**src/rtl/hit_window_pkg.sv**
```systemverilog
// Shared types and helpers for the hit window accumulator.
package hit_window_pkg;

    typedef enum logic [1:0] {
        IDLE  = 2'd0,
        ACCUM = 2'd1,
        OUT   = 2'd2,
        DEAD  = 2'd3
    } state_t;

    function automatic int num_groups(input int data_width, input int group_width);
        return data_width / group_width;
    endfunction

    // Increment that sticks at the all-ones value of a width-bit counter.
    function automatic logic [63:0] sat_inc(input logic [63:0] value, input int unsigned width);
        logic [63:0] top;
        top = (width >= 64) ? '1 : ((64'd1 << width) - 64'd1);
        return (value == top) ? value : value + 64'd1;
    endfunction

endpackage

```
**src/rtl/hit_group_or.sv**
```systemverilog
// Reduces an accumulated hit word to per-group OR flags plus the word's msb.
module hit_group_or #(
    parameter int DATA_WIDTH  = 66,
    parameter int GROUP_WIDTH = 16,
    parameter int NUM_GROUPS  = 4
) (
    input  logic [DATA_WIDTH-1:0] data,
    output logic [NUM_GROUPS:0]   test
);

    // Tail bits past the last whole group only reach the msb flag.
    logic unused_tail;
    assign unused_tail = ^data;

    always_comb begin
        test = '0;
        for (int i = 0; i < NUM_GROUPS; i++) begin
            test[i] = |data[i*GROUP_WIDTH +: GROUP_WIDTH];
        end
        test[NUM_GROUPS] = data[DATA_WIDTH-1];
    end

endmodule

```
**src/rtl/hit_window_accumulator.sv**
```systemverilog
// Arms on a masked hit, ORs din over a latched window and emits the word on AXI4-Stream.
// Optional DEADTIME_EN adds a programmable dead period after each accepted word.
module hit_window_accumulator
    import hit_window_pkg::*;
#(
    parameter int  DATA_WIDTH  = 66,
    parameter int  GROUP_WIDTH = 16,
    parameter int  CNTR_WIDTH  = 8,
    parameter int  STAT_WIDTH  = 32,
    localparam int NUM_GROUPS  = num_groups(DATA_WIDTH, GROUP_WIDTH)
) (
    input  logic                  aclk,
    input  logic                  areset,
    input  logic [DATA_WIDTH-1:0] din,
    input  logic [DATA_WIDTH-1:0] cfg_mask,
    input  logic [CNTR_WIDTH-1:0] cfg_window,
    input  logic [CNTR_WIDTH-1:0] cfg_deadtime,
    output logic [DATA_WIDTH-1:0] m_axis_tdata,
    output logic                  m_axis_tvalid,
    input  logic                  m_axis_tready,
    output logic [NUM_GROUPS:0]   test,
    output logic                  busy,
    output logic [STAT_WIDTH-1:0] event_cnt,
    output logic [STAT_WIDTH-1:0] drop_cnt
);

    state_t                state;
    logic [DATA_WIDTH-1:0] data;
    logic [CNTR_WIDTH-1:0] cntr;
    logic [CNTR_WIDTH-1:0] win_lat;
    logic [DATA_WIDTH-1:0] acc_word;
    logic [NUM_GROUPS:0]   group_flags;
    logic                  trig;

`ifdef DEADTIME_EN
    logic [CNTR_WIDTH-1:0] dead_lat;
`else
    logic unused_deadtime;
    assign unused_deadtime = ^cfg_deadtime;
`endif

    assign trig         = |(din & cfg_mask);
    assign acc_word     = data | din;
    assign m_axis_tdata = data;
    assign busy         = (state != IDLE);

    // Flags are computed on the word being closed so they register with the ACCUM->OUT step.
    hit_group_or #(
        .DATA_WIDTH  (DATA_WIDTH),
        .GROUP_WIDTH (GROUP_WIDTH),
        .NUM_GROUPS  (NUM_GROUPS)
    ) u_group_or (
        .data (acc_word),
        .test (group_flags)
    );

    always_ff @(posedge aclk or posedge areset) begin
        if (areset) begin
            state         <= IDLE;
            data          <= '0;
            cntr          <= '0;
            win_lat       <= '0;
            m_axis_tvalid <= 1'b0;
            test          <= '0;
            event_cnt     <= '0;
`ifdef DEADTIME_EN
            dead_lat      <= '0;
`endif
        end else begin
            case (state)
                IDLE: begin
                    data <= din;
                    cntr <= '0;
                    if (trig) begin
                        win_lat <= cfg_window;
                        state   <= ACCUM;
                    end
                end
                ACCUM: begin
                    data <= acc_word;
                    cntr <= cntr + 1'b1;
                    if (cntr >= win_lat) begin
                        state         <= OUT;
                        m_axis_tvalid <= 1'b1;
                        test          <= group_flags;
                    end
                end
                OUT: begin
                    if (m_axis_tready) begin
                        m_axis_tvalid <= 1'b0;
                        event_cnt     <= STAT_WIDTH'(sat_inc(64'(event_cnt), STAT_WIDTH));
                        cntr          <= '0;
`ifdef DEADTIME_EN
                        if (cfg_deadtime != '0) begin
                            dead_lat <= cfg_deadtime;
                            state    <= DEAD;
                        end else begin
                            state <= IDLE;
                        end
`else
                        state <= IDLE;
`endif
                    end
                end
                DEAD: begin
`ifdef DEADTIME_EN
                    if (cntr >= dead_lat - 1'b1) begin
                        cntr  <= '0;
                        state <= IDLE;
                    end else begin
                        cntr <= cntr + 1'b1;
                    end
`else
                    state <= IDLE;
`endif
                end
                default: state <= IDLE;
            endcase
        end
    end

    // Triggers that arrive while a word is pending or during dead time are lost.
    always_ff @(posedge aclk or posedge areset) begin
        if (areset) begin
            drop_cnt <= '0;
        end else if (((state == OUT) || (state == DEAD)) && trig) begin
            drop_cnt <= STAT_WIDTH'(sat_inc(64'(drop_cnt), STAT_WIDTH));
        end
    end

endmodule

```
**config.mk**
```make
export PLATFORM = sky130hd
export DESIGN_NAME = hit_window_accumulator
export DESIGN_NICKNAME = d
export VERILOG_FILES = /design/src/rtl/hit_window_pkg.sv /design/src/rtl/hit_group_or.sv /design/src/rtl/hit_window_accumulator.sv
export SDC_FILE = /design/constraint.sdc
export NUM_CORES = 1
export LEC_CHECK = 0
export BUFFER_PORTS_ARGS = -buffer_cell sky130_fd_sc_hd__buf_2
export CAP_MARGIN = 20
export CELL_PAD_IN_SITES_DETAIL_PLACEMENT = 0
export CELL_PAD_IN_SITES_GLOBAL_PLACEMENT = 1
export CORE_MARGIN = 10
export CORE_UTILIZATION = 40
export CTS_BUF_LIST = sky130_fd_sc_hd__clkbuf_2 sky130_fd_sc_hd__clkbuf_4 sky130_fd_sc_hd__clkbuf_8
export DETAILED_ROUTE_END_ITERATION = 6
export HOLD_SLACK_MARGIN = 0.02
export PLACE_DENSITY = 0.95
export REMOVE_ABC_BUFFERS = 1
export SYNTH_ARGS = -nofsm -noshare
export SYNTH_HDL_FRONTEND = slang
export SYNTH_HIERARCHICAL = 1
export SYNTH_SLANG_ARGS = --single-unit
```
**constraint.sdc**
```tcl
create_clock -name aclk -period 10.5 [get_ports aclk]
set_input_delay 1.05 -clock aclk [delete_from_list [all_inputs] [get_ports aclk]]
set_output_delay 1.05 -clock aclk [all_outputs]
set_load 0.1 [all_outputs]
```
-- Word level (Yosys, flattened, before mapping)
Index checks and enable logic that the tools add are counted.
- add/subtract/negate cells: 3
- reductions and logical operators: 19
- equality and inequality tests: 8
- multiplexer cells: 10
- shifts and indexed selects: 0
- bitwise logic cells: 4
- divide/modulo/power cells: 0
- magnitude comparators: 1
- multiply operators: 0
- operators with widths (kind ; count):
    66-bit one-hot mux with 2 select lines ; 1
    66-bit AND ; 1
    66-bit bitwise OR ; 1
    66-bit OR reduction ; 1
    32-bit by 1-bit adder with 32-bit output, second input constant ; 2
    32-bit == test, second input constant ; 2
    16-bit OR reduction ; 4
    8-bit one-hot mux with 3 select lines ; 1
    3-bit AND reduction ; 3
    8-bit by 1-bit adder with 8-bit output, second input constant ; 1
    8-bit >= comparator ; 1
    8-bit 2-to-1 mux ; 1
    2-bit one-hot mux with 4 select lines ; 1
    2-bit AND reduction ; 4
    2-bit 2-to-1 mux ; 3
    2-bit != test, second input constant ; 3
    2-bit nonzero test ; 3
    2-bit == test, second input constant ; 2
    3-bit nonzero test ; 1
    2-bit by 1-bit == test with 1-bit output, second input constant ; 1
    2-bit zero test ; 1
    1-bit 2-to-1 mux ; 2
    1-bit inverter ; 2
    1-bit one-hot mux with 2 select lines ; 1
    2 further kinds ; 2
- memories kept: 0
- latch bits: 0
- output and inout port bits: 137
- register bits: 154
- memory bits (writable): 0
- word-level logic and storage cells: 53
- ROM bits: 0

-- Logic depth before layout (Yosys ltp)
Gate-level depths: netlist of run 1.
- depth in word-level cells: 4
- mapped depth: 9
- depth with buffers taken out: 9

-- Modules after synthesis
Netlist of run 1, hierarchy kept.
- by module, submodules not included (module ; area an instance (um^2) ; times used ; seq. area each (um^2) ; cells each):
    hit_window_accumulator ; 7563.5 ; 1 ; 3853.7 ; 791
    hit_group_or ; 132.6 ; 1 ; 0.0 ; 21

-- Least setup slack after synthesis of run 1
OpenSTA, ideal clock, no wires.
- kind: input to register
- start point: in cfg_mask[45]
- end point: reg win_lat[0]
- path buffers: 1
- cell stages on the path: 8
- arrival: 2.915 ns
- path slack: 7.458 ns
- required time: 10.372 ns
- cell sequence: a22o_1 -> a221oi_1 -> nand4_1 -> or4_4 -> nor3_4 -> or2_1 -> buf_4 -> mux2_1
- cells in the longest elaborated chain, start to end: 3
- ends and longest elaborated chain (what ; line ; source):
    start, declared ; hit_window_accumulator.sv:15 ; input logic [DATA_WIDTH-1:0] cfg_mask,
    66-bit AND ; hit_window_accumulator.sv:42 ; assign trig = |(din & cfg_mask);
    66-bit OR reduction ; hit_window_accumulator.sv:42 ;
    2-bit AND reduction (no line) ; -- ;
    end signal, assigned ; hit_window_accumulator.sv:75 ; win_lat <= cfg_window;
    end, declared ; hit_window_accumulator.sv:30 ; logic [CNTR_WIDTH-1:0] win_lat;
No other way between the ends.
A chain may end at the register's enable or synchronous reset.

-- Worst setup path after layout of run 1
- start point: reg state[1]
- end point: out busy
- cells in the longest elaborated chain, start to end: 1
- ends and longest elaborated chain (what ; line ; source):
    start, declared ; hit_window_accumulator.sv:27 ; state_t state;
    start signal, assigned ; hit_window_accumulator.sv:59 ; state <= IDLE;
    start signal, assigned ; hit_window_accumulator.sv:76 ; state <= ACCUM;
    start signal, assigned ; hit_window_accumulator.sv:83 ; state <= OUT;
    2-bit nonzero test ; hit_window_accumulator.sv:45 ; assign busy = (state != IDLE);
    end, declared ; hit_window_accumulator.sv:22 ; output logic busy,
No other way between the ends.

==> results of run 1 <==
[worst min path at each step]
stage | from | to | slack [ps]
after floorplan | win_lat[1] | win_lat[1] | 460
after global placement | m_axis_tdata[64] | m_axis_tdata[64] | 470
after detailed placement | m_axis_tdata[64] | m_axis_tdata[64] | 470
after CTS | m_axis_tdata[64] | m_axis_tdata[64] | 490
after global routing | win_lat[5] | win_lat[5] | 510
final | m_axis_tdata[64] | m_axis_tdata[64] | 480
[per-layer routing]
metal | vias up | GRT usage [%]
met1 | 3309 | 25.6
met3 | 28 | 6.50
met4 | 2 | 4.94
li1 | 3318 | -
met2 | 260 | 32.2
met5 | - | 0
[cell type report]
| class | count | area [sq um] |
|---|---|---|
| antenna | 1 | 2.50 |
| tap | 260 | 325 |
| sequential | 154 | 3850 |
| inverter | 85 | 324 |
| fill | 1778 | 9080 |
| clock inverter | 15 | 179 |
| timing repair buffer | 284 | 1430 |
| multi-input combinational | 544 | 3400 |
| clock buffer | 17 | 234 |
[power by group through the flow]
stage               Sequential (mW)  Clock [mW]  Combinational (mW)
global placement              0.828           0                1.25
floorplan                      1.56           0               0.265
finish                        0.824       0.477                1.25
detailed placement            0.835           0                1.26
global route                  0.844       0.518                1.32
CTS                           0.824       0.491                1.26
[critical path: cells and delay by family (launching register included)]
kind	cells	cell delay [ps]
flip-flops	1	840
AND/OR/NAND/NOR	1	260
buffers and inverters	2	1050
[state kept, by name, indices dropped and copies added, names as in the netlist]
| register | count |
|---|---|
| cntr | 8 |
| m_axis_tvalid | 1 |
| state | 2 |
| test | 5 |
| event_cnt | 32 |
| m_axis_tdata | 66 |
| win_lat | 8 |
| drop_cnt | 32 |
==> impl_metrics.ini, run 1 <==
[worst_setup_path]
startpoint = state[1]
r2r_start = state[1]
r2r_slack_ps = 7170
cp-start-kind = register
end_kind = output pin
crit_arrival_ps = 2660
crit_slowest_cell = dfrtp_2
required_ps = 9450
critPathMaxFanout = 55
max_stage_delay_ps = 840
crit_type = reg2out
endpoint = busy
crit_chain = buf_4, or2_2, buf_2
reg2reg_depth = 5
r2r_end = win_lat[2]

[timing]
setup-tns-final_ps = 0
fin_worst_hold_slack_ps = 484
max-slew-margin-rel_pct = 31.0
worst_slack_ps = 6790
hold_viol = 0
final_max_slew_viol_count = 0
min_period_over_period_pct = 35.3
clock_skew_ps = 21.3
min_period_ps = 3710
max_freq_mhz = 270
rsz0062_at_grt = no
tightest_slew_ps = 1030
setup_viol = 0

[placement]
dp_cells = 1327
portBuffers = 279
dpl_cell_area_sq_um = 9330
place.gp.congestion = 0.877
dpl.hpwl_um = 19800
place_ws_ps = 6350

[clocking]
clkSinkCount = 154
cts_max_level = 4
clk_pin_slew_ps = 90
cts-resized-gates = 0
ctsHoldBuffers = 0
cts_buffers = 17
cts_root_buf = clkbuf_8
post_cts_buffers = 0
cts_tree = yes
clk_path_buf_depth = 2
clock_latency_ps = 460

[routing]
wl_met2_um = 12000
routed_wl_um = 25500
top_layer = met5
vias = 6917
wl_per_cell_um = 18.8
dr.pass1.iters = 5
wl_met3_um = 2440
drcViolationCount = 0
viasPerCell = 5.09
drt_iter0_drc = 388
m1WireLength_um = 10800
ant_nets = 0

[floorplan]
fp.dieH_um = 159
die_w_um = 159
row_count = 50
die_area_sq_um = 25200
core_area_sq_um = 18800
start_util_pct = 40.8
ioPinCount = 288

[cells_and_area]
design_area_sq_um = 9750
instances_no_fill = 1360
syn_to_final_growth_pct = 26.8
layout_common_cells = buf_2 (279), dfrtp_1 (153), nand2_1 (102)
final_common_cell = buf_2
drive_gt1_share_pct = 36.1
utilization_pct = 51.8
nNetsFinal = 1248

[pwr]
seq_power_share_pct = 32.2
p_sw_share_pct = 54.1
p_switching_mw = 1.38
power_density_nw_per_um2 = 262
ir_worst_vdd_mv = 0.296
finalPower_mw = 2.55
p_leak_nw = 4.68
pwr-share-comb_pct = 49.1
clkPwrFrac_pct = 18.7
power.internal_mw = 1.17

[synth]
ys_warn_count = 6
syn_area_sq_um = 7690
synth.avg_cell_area_sq_um = 9.48
netlist_instances = 811

[grt]
grt_overflow = 0
grt_max_degree = 85
grt_antenna_before_repair = 3
grtUsageTotal_pct = 20.0
grt_pass1_vias = 6948
grt_pass1_wl_um = 39000

[flow_run]
maxCapViolCount = 0

[status]
status = completed

[hold_path]
min_path_cells = 2
min_path_type = reg2reg
(Power assumes the default switching activity.)
==> inputs of run 2 (changes only) <==
--- a/config.mk
+++ b/config.mk
@@ -5,16 +5,17 @@
 export SDC_FILE = /design/constraint.sdc
 export NUM_CORES = 1
 export LEC_CHECK = 0
+export ABC_AREA = 1
 export BUFFER_PORTS_ARGS = -buffer_cell sky130_fd_sc_hd__buf_2
 export CAP_MARGIN = 20
 export CELL_PAD_IN_SITES_DETAIL_PLACEMENT = 0
 export CELL_PAD_IN_SITES_GLOBAL_PLACEMENT = 1
 export CORE_MARGIN = 10
-export CORE_UTILIZATION = 40
+export CORE_UTILIZATION = 37
 export CTS_BUF_LIST = sky130_fd_sc_hd__clkbuf_2 sky130_fd_sc_hd__clkbuf_4 sky130_fd_sc_hd__clkbuf_8
 export DETAILED_ROUTE_END_ITERATION = 6
 export HOLD_SLACK_MARGIN = 0.02
-export PLACE_DENSITY = 0.95
+export PLACE_DENSITY = 0.94
 export REMOVE_ABC_BUFFERS = 1
 export SYNTH_ARGS = -nofsm -noshare
 export SYNTH_HDL_FRONTEND = slang
==> constraint.sdc (replaced) <==
create_clock -name aclk -period 3.8 [get_ports aclk]
set_input_delay 0.38 -clock aclk [delete_from_list [all_inputs] [get_ports aclk]]
set_output_delay 0.38 -clock aclk [all_outputs]
set_load 0.1 [all_outputs]
==> run 2 against run 1 <==
Compared with the run above: hold slack got worse by 360 ps; total power increased to 3.6 times the previous value; sequential power grew to 3.0 times the previous value; combinational power increased to 4.4 times the previous value; register-to-register slack got worse by 5700 ps; non-clock buffer count increased by 5; critical endpoint unchanged.
==> impl_metrics.ini, run 2 <==
[timing]
rsz0062_at_grt = no
tightest_slew_ps = 785
max-slew-margin-rel_pct = 47.6
final_max_slew_viol_count = 0
min_period_ps = 2470
setup_viol = 0
setup-tns-final_ps = 0
max_freq_mhz = 405
hold_viol = 0
clock_skew_ps = 20.4
min_period_over_period_pct = 64.9

[pwr]
ir_worst_vdd_mv = 0.725
finalPower_mw = 9.28
p_leak_nw = 6.00
power_density_nw_per_um2 = 832

[grt]
gr-usage-met2_pct = 31.4
use_met3_pct = 5.85
use_met1_pct = 23.2
grt_pass1_wl_um = 47300
grt_pass1_vias = 9034
grt_max_degree = 72
grt_overflow = 0
busiest_layer = met2
grt_antenna_before_repair = 3
grtUsageTotal_pct = 18.8

[clocking]
clk_path_buf_depth = 2
cts_root_buf = clkbuf_8
cts_tree = yes
clock_latency_ps = 460
cts-resized-gates = 0
cts_max_level = 4
clkSinkCount = 154
clk_pin_slew_ps = 80
ctsHoldBuffers = 1
post_cts_buffers = 0
cts_buffers = 17

[routing]
ant_nets = 0
dr.pass1.iters = 5
drt_iter0_drc = 553
wl_per_cell_um = 15.4
viasPerCell = 4.79
routed_wl_um = 29500
vias = 9153
drcViolationCount = 0

[floorplan]
row_count = 57
fp.dieH_um = 176
core_area_sq_um = 24200
start_util_pct = 37.3
die_area_sq_um = 31000
ioPinCount = 288
die_w_um = 176

[worst_setup_path]
cp-start-kind = register
r2r_slack_ps = 1430
r2r_start = event_cnt[0]
crit_arrival_ps = 2090
endpoint = busy
critPathMaxFanout = 57
end_kind = output pin
crit_type = reg2out
reg2reg_depth = 12
startpoint = state[1]
required_ps = 3420
r2r_end = event_cnt[16]

[cells_and_area]
nNetsFinal = 1733
layout_common_cells = nand2_1 (481), buf_2 (279), inv_1 (198)
nFillCells = 2531
largest_reg_flops = 66
multiInputGateArea_sq_um = 4210
final_common_cell = nand2_1
design_area_sq_um = 11200
regArea_sq_um = 3860
syn_to_final_growth_pct = 23.7
drive_gt1_share_pct = 21.4

[placement]
dpl_cell_area_sq_um = 10700
place.gp.congestion = 0.926
dpl.hpwl_um = 22700
portBuffers = 279

[hold_path]
min_path_type = in2reg

[synth]
syn_area_sq_um = 9010
synth.avg_cell_area_sq_um = 6.93
ys_warn_count = 6
netlist_instances = 1301

[status]
status = completed

[flow_run]
maxCapViolCount = 0
[run 2: worst min path at each step]
stage,from,end,slack (ps),depth (start not counted)
floorplan,win_lat[1],win_lat[1],440,2
global placement,test[0],test[0],450,2
detailed placement,test[3],test[3],450,2
CTS,m_axis_tready,state[1],90,2
global route,m_axis_tready,state[1],90,2
finish,m_axis_tready,state[1],130,2
[run 2: cell type report]
cell class                 instances  area share [%]
antenna                            1          0.0224
clock buffer                      18            2.22
clock inverter                    14            1.44
inverter                         206            6.98
multi-input combinational        903            37.8
sequential                       154            34.6
tap                              324            3.64
timing repair buffer             289            13.3
[run 2: stage by stage]
step | setup slack, ps | hold WS, ps | std cells | util (%)
6_report | 1330 | 128 | 1909 | 46.1
2_1_floorplan | -1880 | 442 | 1263 | -
3_5_place_dp | 1430 | 454 | 1875 | 44.4
5_1_grt | 1200 | 91.3 | 1908 | 46.1
3_3_place_gp | 1470 | 451 | 1875 | 44.4
4_1_cts | 1290 | 89.9 | 1908 | 46.1
[run 2: worst max-delay path, cell delays in order (launching register included)]
cell and delay, ps:
dfrtp_4 420, buf_4 550, nor2_4 140, inv_1 90, buf_2 430
[run 2: report_power, final]
| group | internal (mW) | switching, mW | total [mW] |
|---|---|---|---|
| Sequential | 2.14 | 0.350 | 2.49 |
| Combinational | 0.865 | 4.61 | 5.48 |
| Clock | 0.618 | 0.693 | 1.31 |
| Total | 3.63 | 5.65 | 9.28 |
[run 2: per-layer routing]
layer	routed length (um)	up-vias	part of all wire, %
li1	-	4631	-
met1	12500	4205	42
met2	14400	290	49
met3	2180	23	7.4
met4	370	4	1.3
met5	27	-	0.092
